===== src/rtl/ram_ctrl_pkg.sv =====
// Shared types and defaults for the RAM request controller.
package ram_ctrl_pkg;

    localparam int DEF_AW = 5;
    localparam int DEF_DW = 4;
    localparam int DEF_LW = 5;

    typedef enum logic [2:0] {
        ST_INIT,
        ST_IDLE,
        ST_WR,
        ST_RD,
        ST_VFY
    } state_t;

endpackage


===== src/rtl/ram_burst_addr_gen.sv =====
// Burst address generator: start address plus beat offset, wrapping at DEPTH.
module ram_burst_addr_gen
    import ram_ctrl_pkg::*;
#(
    parameter int AW = DEF_AW,
    parameter int LW = DEF_LW
) (
    input  logic          clk,
    input  logic          rst_n,
    input  logic          i_load,
    input  logic [AW-1:0] i_start,
    input  logic [LW-1:0] i_len,
    input  logic          i_step,
    output logic [AW-1:0] o_addr,
    output logic          o_last
);

    logic [AW-1:0] r_start;
    logic [LW-1:0] r_len;
    logic [LW-1:0] r_beat;
    logic [AW-1:0] w_off;

    always_ff @(posedge clk) begin
        if (!rst_n) begin
            r_start <= '0;
            r_len   <= '0;
            r_beat  <= '0;
        end else if (i_load) begin
            r_start <= i_start;
            r_len   <= i_len;
            r_beat  <= '0;
        end else if (i_step) begin
            r_beat  <= r_beat + 1'b1;
        end
    end

    // Natural AW-bit overflow gives the modulo-DEPTH wrap.
    assign w_off  = AW'(r_beat);
    assign o_addr = r_start + w_off;
    assign o_last = (r_beat == r_len);

endmodule


===== src/rtl/ram_req_ctrl.sv =====
// RAM request controller: clears RAM after reset, then serves fill/burst-read.
// Optional write-verify pass enabled by defining WRITE_VERIFY_EN.
module ram_req_ctrl
    import ram_ctrl_pkg::*;
#(
    parameter int AW = DEF_AW,
    parameter int DW = DEF_DW,
    parameter int LW = DEF_LW
) (
    input  logic          clk,
    input  logic          rst_n,
    input  logic          req_valid,
    output logic          req_ready,
    input  logic          req_we,
    input  logic [AW-1:0] req_addr,
    input  logic [DW-1:0] req_wdata,
    input  logic [LW-1:0] req_len,
    output logic          rsp_valid,
    output logic [DW-1:0] rsp_data,
    output logic          rsp_last,
    output logic          init_done,
    output logic          busy,
    output logic          err,
    output logic          ram_we,
    output logic [AW-1:0] ram_a,
    output logic [DW-1:0] ram_di,
    input  logic [DW-1:0] ram_do
);

    localparam logic [AW-1:0] LAST_ADDR = '1;

    state_t        r_state;
    logic [AW-1:0] r_cnt;
    logic          r_init_done;
    logic [DW-1:0] r_wdata;
    logic          r_s1_valid;
    logic          r_s1_last;
    logic [DW-1:0] r_s1_data;
    logic          r_rsp_valid;
    logic          r_rsp_last;
    logic [DW-1:0] r_rsp_data;
    logic [AW-1:0] w_gen_addr;
    logic          w_gen_last;
    logic          w_load;
    logic          w_step;

    assign w_load = (r_state == ST_IDLE) && req_valid;

`ifdef WRITE_VERIFY_EN
    logic r_err;
    // A fill beat advances only after its verify cycle.
    assign w_step = !w_gen_last &&
                    (r_state == ST_RD || r_state == ST_VFY);
    assign err    = r_err;
`else
    assign w_step = !w_gen_last &&
                    (r_state == ST_RD || r_state == ST_WR);
    assign err    = 1'b0;
`endif

    ram_burst_addr_gen #(
        .AW (AW),
        .LW (LW)
    ) u_addr_gen (
        .clk     (clk),
        .rst_n   (rst_n),
        .i_load  (w_load),
        .i_start (req_addr),
        .i_len   (req_len),
        .i_step  (w_step),
        .o_addr  (w_gen_addr),
        .o_last  (w_gen_last)
    );

    always_ff @(posedge clk) begin
        if (!rst_n) begin
            r_state     <= ST_INIT;
            r_cnt       <= '0;
            r_init_done <= 1'b0;
            r_wdata     <= '0;
            r_s1_valid  <= 1'b0;
            r_s1_last   <= 1'b0;
            r_s1_data   <= '0;
            r_rsp_valid <= 1'b0;
            r_rsp_last  <= 1'b0;
            r_rsp_data  <= '0;
`ifdef WRITE_VERIFY_EN
            r_err       <= 1'b0;
`endif
        end else begin
            r_s1_valid  <= 1'b0;
            r_s1_last   <= 1'b0;
            r_rsp_valid <= r_s1_valid;
            r_rsp_last  <= r_s1_last;
            if (r_s1_valid) begin
                r_rsp_data <= r_s1_data;
            end
            unique case (r_state)
                ST_INIT: begin
                    r_cnt <= r_cnt + 1'b1;
                    if (r_cnt == LAST_ADDR) begin
                        r_state     <= ST_IDLE;
                        r_init_done <= 1'b1;
                    end
                end
                ST_IDLE: begin
                    if (req_valid) begin
                        r_wdata <= req_wdata;
                        r_state <= req_we ? ST_WR : ST_RD;
                    end
                end
                ST_WR: begin
`ifdef WRITE_VERIFY_EN
                    r_state <= ST_VFY;
`else
                    if (w_gen_last) begin
                        r_state <= ST_IDLE;
                    end
`endif
                end
                ST_RD: begin
                    r_s1_valid <= 1'b1;
                    r_s1_data  <= ram_do;
                    r_s1_last  <= w_gen_last;
                    if (w_gen_last) begin
                        r_state <= ST_IDLE;
                    end
                end
                ST_VFY: begin
`ifdef WRITE_VERIFY_EN
                    if (ram_do != r_wdata) begin
                        r_err <= 1'b1;
                    end
                    r_state <= w_gen_last ? ST_IDLE : ST_WR;
`else
                    r_state <= ST_IDLE;
`endif
                end
                default: r_state <= ST_INIT;
            endcase
        end
    end

    always_comb begin
        ram_we = 1'b0;
        ram_a  = '0;
        ram_di = '0;
        unique case (r_state)
            ST_INIT: begin
                ram_we = 1'b1;
                ram_a  = r_cnt;
            end
            ST_WR: begin
                ram_we = 1'b1;
                ram_a  = w_gen_addr;
                ram_di = r_wdata;
            end
            ST_RD, ST_VFY: begin
                ram_a  = w_gen_addr;
            end
            default: ;
        endcase
    end

    assign req_ready = (r_state == ST_IDLE);
    assign busy      = (r_state != ST_IDLE);
    assign init_done = r_init_done;
    assign rsp_valid = r_rsp_valid;
    assign rsp_last  = r_rsp_last;
    assign rsp_data  = r_rsp_data;

endmodule


===== config.mk =====
export PLATFORM = sky130hd
export DESIGN_NAME = ram_req_ctrl
export DESIGN_NICKNAME = d
export VERILOG_FILES = /design/src/rtl/ram_ctrl_pkg.sv /design/src/rtl/ram_burst_addr_gen.sv /design/src/rtl/ram_req_ctrl.sv
export SDC_FILE = /design/constraint.sdc
export NUM_CORES = 1
export LEC_CHECK = 0
export ABC_AREA = 1
export BUFFER_PORTS_ARGS = -buffer_cell sky130_fd_sc_hd__buf_2
export CAP_MARGIN = 20
export CORE_MARGIN = 1
export CORE_UTILIZATION = 38
export CTS_CLUSTER_DIAMETER = 50
export DETAILED_ROUTE_END_ITERATION = 10
export HOLD_SLACK_MARGIN = 0.12
export PLACE_DENSITY_LB_ADDON = 0.08
export SYNTH_ARGS = -nofsm -noshare
export SYNTH_HDL_FRONTEND = slang
export SYNTH_SLANG_ARGS = --single-unit

===== constraint.sdc =====
create_clock -name clk -period 2 [get_ports clk]
set_input_delay 0.1 -clock clk [delete_from_list [all_inputs] [get_ports clk]]
set_output_delay 0.1 -clock clk [all_outputs]
set_load 0.02 [all_outputs]

==> metrics.txt, run 1 <==
syn_nets=between 200 and 300; Port Buf Inserts=40; total gr overflow=0; initial antenna violation count=0; Crit Path Class=flop to output pin; combinational share of power=between 30% and 40%; htree depth=2; PwrDens=975.3 nW/um^2; drt via density=about 4.7; Crit Path Max Fanout=4; Boundary Pins=42; type of origin of the critical path=flop; Worst EP arrival=about 1.8 ns; die area=a little over 5000 um^2; Yosys top cell area share=between 40 and 50%; final setup violation count=0; Mapped Area=~1800 um^2; Final Hold Viols=0; total number of vias=around 1600; clock buffer depth=2; status=complete, no violations; DR WL/cell=between 10 and 15 um; 1st-pass router iterations=6; antenna cells=0; Final Skew=0.007217 ns; asr flop ratio synth=0%; setup_tns=0 ns; # DRC=0; Final Instance Count excl. Fillers=around 350; sequential area share after synthesis=43.24%; total CTS buffers=5; Psw=between 800 and 900 uW; fin nets=approximately 320; layout cells sized above 1=around 22%; Gate Count Post-Synth=between 200 and 250; top cells by count, synth=dfxtp_1, nand2_1, nor2_1; vias in the first global route=1448; Yosys cell types=28; Initial Util=40.35%; DRT Wirelength=between 4 and 5 mm; post-route minimum period=1.942 ns; Tot GR Track Use=17.00%; mean cell area of the mapped netlist=between 7 and 8 um^2; flops & latches, synth=39; most frequent cell after synthesis=dfxtp_1; Die W=about 71 um; worst path cell trace=ha_4, fa_2, nand2_2, nand2_1, a21o_1, a21oi_1, o21ai_1, nand2_1, buf_6; CP endpoint kind=output pin; Core Area=4474 um^2; Final HPWL DP=roughly 2.7 mm; RSZ-0062 raised after global routing=true; P_leak=between 0.001 and 0.0015 uW; Worst-path clk slew=about 0.080 ns; max-cap check violation count=0; Tcrit/Tclk final=about 100%; worst hold path type=input pin to flop; ys flop type=dfxtp_1; EDFF count, synth=0; Buf+Inv Stages, Crit Path=1; Hold Slack=roughly 0.12 ns; P_int=1394 uW; CTS tree=yes; Final Max Tran Viols=0; routability cong.=~0.76; Layout Area Growth over Synthesis=27.44%; Final Power=approximately 2200 uW; Final Util=51.43%; largest area contributor in the netlist=dfxtp_1; buffer type at the clock tree root=clkbuf_8; first-pass GRT wire length=approximately 6.6 mm; DRT antenna net count=0; switching share of power=37.87%; critical path's top delay family=adder cells; CP dominant cell by count=nand2_1; DRT iter0 DRCs=a little under 90; register share of total power=42.6%; Synthesis Warnings=0; Clock power frac=a little under a quarter; CTS sink count=39; worst vdd ir=475.6 uV; fmax=0.5149 GHz; required time of the critical path=between 1.5 and 2 ns; dpl cells=321; FP Rows=24; max incr delay on CP=roughly 0.37 ns; fillers=455; die height=around 70 um; clk_lat worst skew=a little under 0.3 ns; Slowest cell on crit path=dfxtp_4; pin count of the biggest net entering global routing=26; Synth area leaders=dfxtp_1, nand2_1, a21oi_1, o21ai_0, nor2_1
sequential cells by signal, summed over array words and instances (netlist names):
name                count
init_done               1
r_cnt                   5
r_s1_data               4
r_s1_last               1
r_s1_valid              1
r_state                 2
r_wdata                 4
rsp_data                4
rsp_last                1
rsp_valid               1
u_addr_gen.r_beat       5
u_addr_gen.r_len        5
u_addr_gen.r_start      5
logic make-up after synthesis:
family	count (synthesis)	synth area share [%]
buf+inv	35	8.870
flops	39	43.24
xor+xnor	5	2.425
fa+ha+maj	8	5.960
compound gates	53	15.38
simple gates	95	23.91
other cells	1	0.2077
worst min-delay path, cell delays in order:
cell,delay (ns)
buf_2,0.07
o21ai_0,0.08
a21oi_1,0.12
final cells by class:
type	instances	area, um^2	area share, %
Sequential cell	39	784.5	34.09
Timing Repair Buffer	58	381.6	16.59
Tap cell	52	65.06	2.828
Clock buffer	5	68.82	2.991
Multi-Input combinational cell	162	882.1	38.34
Clock inverter	3	15.01	0.6525
Inverter	27	103.9	4.513
what timing repair did:
item	4_1_cts	5_1_grt
buffers inserted	0	1
resized for setup	5	4
hold buffers	16	0
endpoints found under the hold margin	16	0
pin swaps	0	2
setup endpoints to repair	1	1
path summary, 6_finish.rpt:
path                        start             endpoint  slack [ns]  cells past startpoint
min reg2reg             r_s1_last             rsp_last        0.42                      2
min                    req_len[2]  u_addr_gen.r_len[2]        0.12                      3
max          u_addr_gen.r_beat[0]             ram_a[4]        0.06                      9
max reg2reg              r_cnt[0]           r_state[0]        0.62                      9
metal layers:
| layer | part of all wire (%) | track usage (%) | up-vias |
|---|---|---|---|
| met3 | 4.5 | 5.556 | 2 |
| met4 | 0.62 | 4.667 | 0 |
| met5 | 0 | 0 | - |
| met2 | 44 | 26.07 | 28 |
| met1 | 50 | 23.04 | 719 |
| li1 | - | - | 879 |
layout by cell type, fill, tap and decap left out, drive strengths merged:
cell,synthesis,layout
conb,1,1
xor2,4,4
buf,5,42
nand3,18,18
ha,7,7
a21oi,26,26
dlygate4sd3,0,16
clkinv,0,3
nor3,4,4
nand4,1,1
o21ai,22,22
a22o,2,2
xnor2,1,1
o22ai,2,2
clkbuf,3,5
dfxtp,39,39
inv,27,27
nand2,40,40
or2,1,1
fa,1,1
nor2,31,31
a21o,1,1
per-stage QoR:
step | setup WS [ns] | cell area (um^2)
finish | 0.05771 | 2301
global route | -0.04126 | 2301
CTS | 0.01325 | 2277
detailed placement | 0.2140 | 2022
global placement | 0.2319 | 2022
floorplan | 0.3583 | 1805
power groups by stage:
stage,registers [uW],clock network [uW],logic [uW]
after floorplan,961,0,567
after global placement,970,0,739
after detailed placement,971,0,743
after CTS,954,540,776
after global routing,972,572,865
final,955,515,773
Power figures use the tool's default switching activity.
==> run 2: changes to the inputs <==
Settings changed: CORE_ASPECT_RATIO from default to 1.1, SYNTH_HIERARCHICAL from default to 1.
==> run 2 against run 1 <==
Net effect:
- critical path type unchanged
- core utilization is 1.8 points higher
- sequential power shrank 0.8%
- sequential share of layout area shrank 0.83 points
- non-clock buffer count grew 2
==> metrics.txt, run 2 <==
Yosys top cell area share=43.21% (was 43.24%); clk_lat worst skew=0.29 ns (about the same); fin nets=341 (was 323); FP Rows=25 (was 24); clock buffer depth=2 (unchanged); die height=74.32 um (was 70.93 um); post-route minimum period=1.999 ns (was 1.942 ns); initial antenna violation count=0 (unchanged); most frequent cell after synthesis=nor2_1 (was dfxtp_1); setup_tns=0 ns (unchanged); flops & latches, synth=39 (unchanged); Final Skew=0.006886 ns (was 0.007217 ns); status=complete, no violations (unchanged); asr flop ratio synth=0% (unchanged); EDFF count, synth=0 (unchanged); largest area contributor in the netlist=dfxtp_1 (unchanged); worst vdd ir=473.7 uV (was 475.6 uV); 1st-pass router iterations=4 (was 6); worst slew pin tran=0.5086 ns; total gr overflow=0 (unchanged); worst hold path type=input pin to flop (unchanged); syn_nets=281 (was 266); layout cells sized above 1=21.47% (was 22.45%); pre-CTS setup slack=0.1813 ns (was 0.2140 ns); die area=5035 um^2 (was 5031 um^2); Post-CTS Setup Bufs=0 (unchanged); Crit Path Class=flop to output pin (unchanged); Final Max Tran Viols=0 (unchanged); CP endpoint kind=output pin (unchanged); buffer type at the clock tree root=clkbuf_8 (unchanged); area taken by flip-flops and latches=785.8 um^2 (was 784.5 um^2); Worst-path clk slew=0.08 ns (about the same); top cells by count, synth=nor2_1, nand2_1, dfxtp_1 (was dfxtp_1, nand2_1, nor2_1); PwrDens=917.1 nW/um^2 (was 975.3 nW/um^2); PnR worst setup slack=0.0006672 ns (was 0.05771 ns); required time of the critical path=1.90 ns (about the same); Synth area leaders=dfxtp_1, nor2_1, nand2_1, o21ai_0, inv_1 (was dfxtp_1, nand2_1, a21oi_1, o21ai_0, nor2_1); total CTS buffers=5 (unchanged); Final Hold Viols=0 (unchanged); P_leak=0.001157 uW (was 0.001083 uW); CTS tree=yes (unchanged); Final HPWL DP=2.725 mm (was 2.731 mm); fillers=457 (was 455); DRT Wirelength=3.933 mm (was 4.044 mm); # DRC=0 (unchanged); drt via density=4.637 (was 4.705); pin count of the biggest net entering global routing=33 (was 26); Crit Path Max Fanout=2 (was 4); Boundary Pins=42 (unchanged); Core Area=4442 um^2 (was 4474 um^2); Worst EP arrival=1.90 ns (was 1.84 ns); max-cap check violation count=0 (unchanged); commonest non-fill, non-tap cell in the layout=nor2_1 (was buf_2); Port Buf Inserts=40 (unchanged); headroom to the max-slew limit=66.09%; total number of vias=1697 (was 1628); most frequent cells in the layout=nor2_1, nand2_1, buf_2 (was buf_2, dfxtp_1, nand2_1); Final Power=2166 uW (was 2244 uW); CTS sink count=39 (unchanged); vias in the first global route=1475 (was 1448); Yosys cell types=27 (was 28); sequential area share after synthesis=43.21% (was 43.24%); Hold Slack=0.1411 ns (was 0.1191 ns); antenna cells=0 (unchanged); first-pass GRT wire length=6.499 mm (was 6.610 mm); htree depth=2 (unchanged); Gate Count Post-Synth=251 (was 236); Layout Area Growth over Synthesis=30.75% (was 27.44%); DRT antenna net count=0 (unchanged); type of origin of the critical path=flop (unchanged); Synthesis Warnings=6 (was 0); mean cell area of the mapped netlist=7.198 um^2 (was 7.650 um^2); RSZ-0062 raised after global routing=true (unchanged); final setup violation count=0 (unchanged); DR WL/cell=10.75 um (was 11.69 um); Tot GR Track Use=17.35% (was 17.00%); ys flop type=dfxtp_1 (unchanged); Die W=67.75 um (was 70.93 um); Placed Area=2029 um^2 (was 2022 um^2); Initial Util=40.68% (was 40.35%); Tcrit/Tclk final=99.97% (was 97.11%); DRT iter0 DRCs=69 (was 88); routability cong.=0.8251 (was 0.7580); Mapped Area=1807 um^2 (was 1805 um^2); fmax=0.5002 GHz (was 0.5149 GHz); final instance area=2362 um^2 (was 2301 um^2); Multi-input gate area=883.3 um^2 (was 882.1 um^2)
run 2: changes by cell type in the layout (fill, tap and decap cells not counted), sizes merged, moves of 4 or more:
cell   previous run  this run
o21ai            22        30
nand2            40        44
xnor2             1         5
nor2             31        65
xor2              4         0
nand3            18         5
a21oi            26        11
run 2: cell type report:
class                           instances  share of cell area, %
Clock buffer                            5                  2.913
Clock inverter                          3                  1.854
Inverter                               29                  4.608
Multi-Input combinational cell        176                  37.39
Sequential cell                        39                  33.26
Tap cell                               54                  2.860
Timing Repair Buffer                   60                  17.11
run 2: logic make-up after synthesis:
family	count (synthesis)	share of synthesized area [%]
and+or+nand+nor	119	26.73
buffers and inverters	36	8.932
AOI/OAI and AO/OA	43	12.53
xor gates and xnor gates	5	2.424
DFF	39	43.21
other	1	0.2076
adders and majority gates	8	5.956
run 2: worst max-delay path, stage by stage, from the launching register on:
cell and delay [ns]:
dfxtp_2 0.36, ha_4 0.14, inv_2 0.03, fa_2 0.37, o21ai_2 0.16, nand2_1 0.07
nand2_1 0.06, nand2_1 0.05, a22o_1 0.24, buf_6 0.13
run 2: path summary, 6_finish.rpt:
path	startpoint	to	slack (ns)	depth (start not counted)
min reg2reg	r_s1_last	rsp_last	0.42	2
min	req_addr[1]	u_addr_gen/r_start[1]	0.14	3
max reg2reg	u_addr_gen/r_beat[0]	u_addr_gen/r_beat[4]	0.40	12
max	u_addr_gen/r_beat[0]	ram_a[4]	0.0007	9
run 2: through the flow:
stage,util (%),instances
after global routing,53.18,366
after floorplan,-,251
after global placement,45.69,339
after detailed placement,45.69,339
final,53.18,366
after CTS,52.68,366
run 2: layer usage:
layer / track usage (%) / vias to the layer above / wire length, um
li1: - / 903 / -
met4: 6.383 / 0 / 29
met5: 0 / - / 0
met2: 27.50 / 36 / 1874
met1: 22.40 / 754 / 1862
met3: 4.601 / 4 / 167
run 2: report_power, final:
group,internal [uW],switching (uW)
sequential,867,80.0
combinational,222,340
clock,371,286
total,1460,706
run 2: repair_timing:
item | 4_1_cts | 5_1_grt
endpoints found under the setup margin | 1 | 2
resized for setup | 4 | 8
pin swaps | 1 | 6
hold endpoints to repair | 18 | 0
hold buffers | 19 | 0
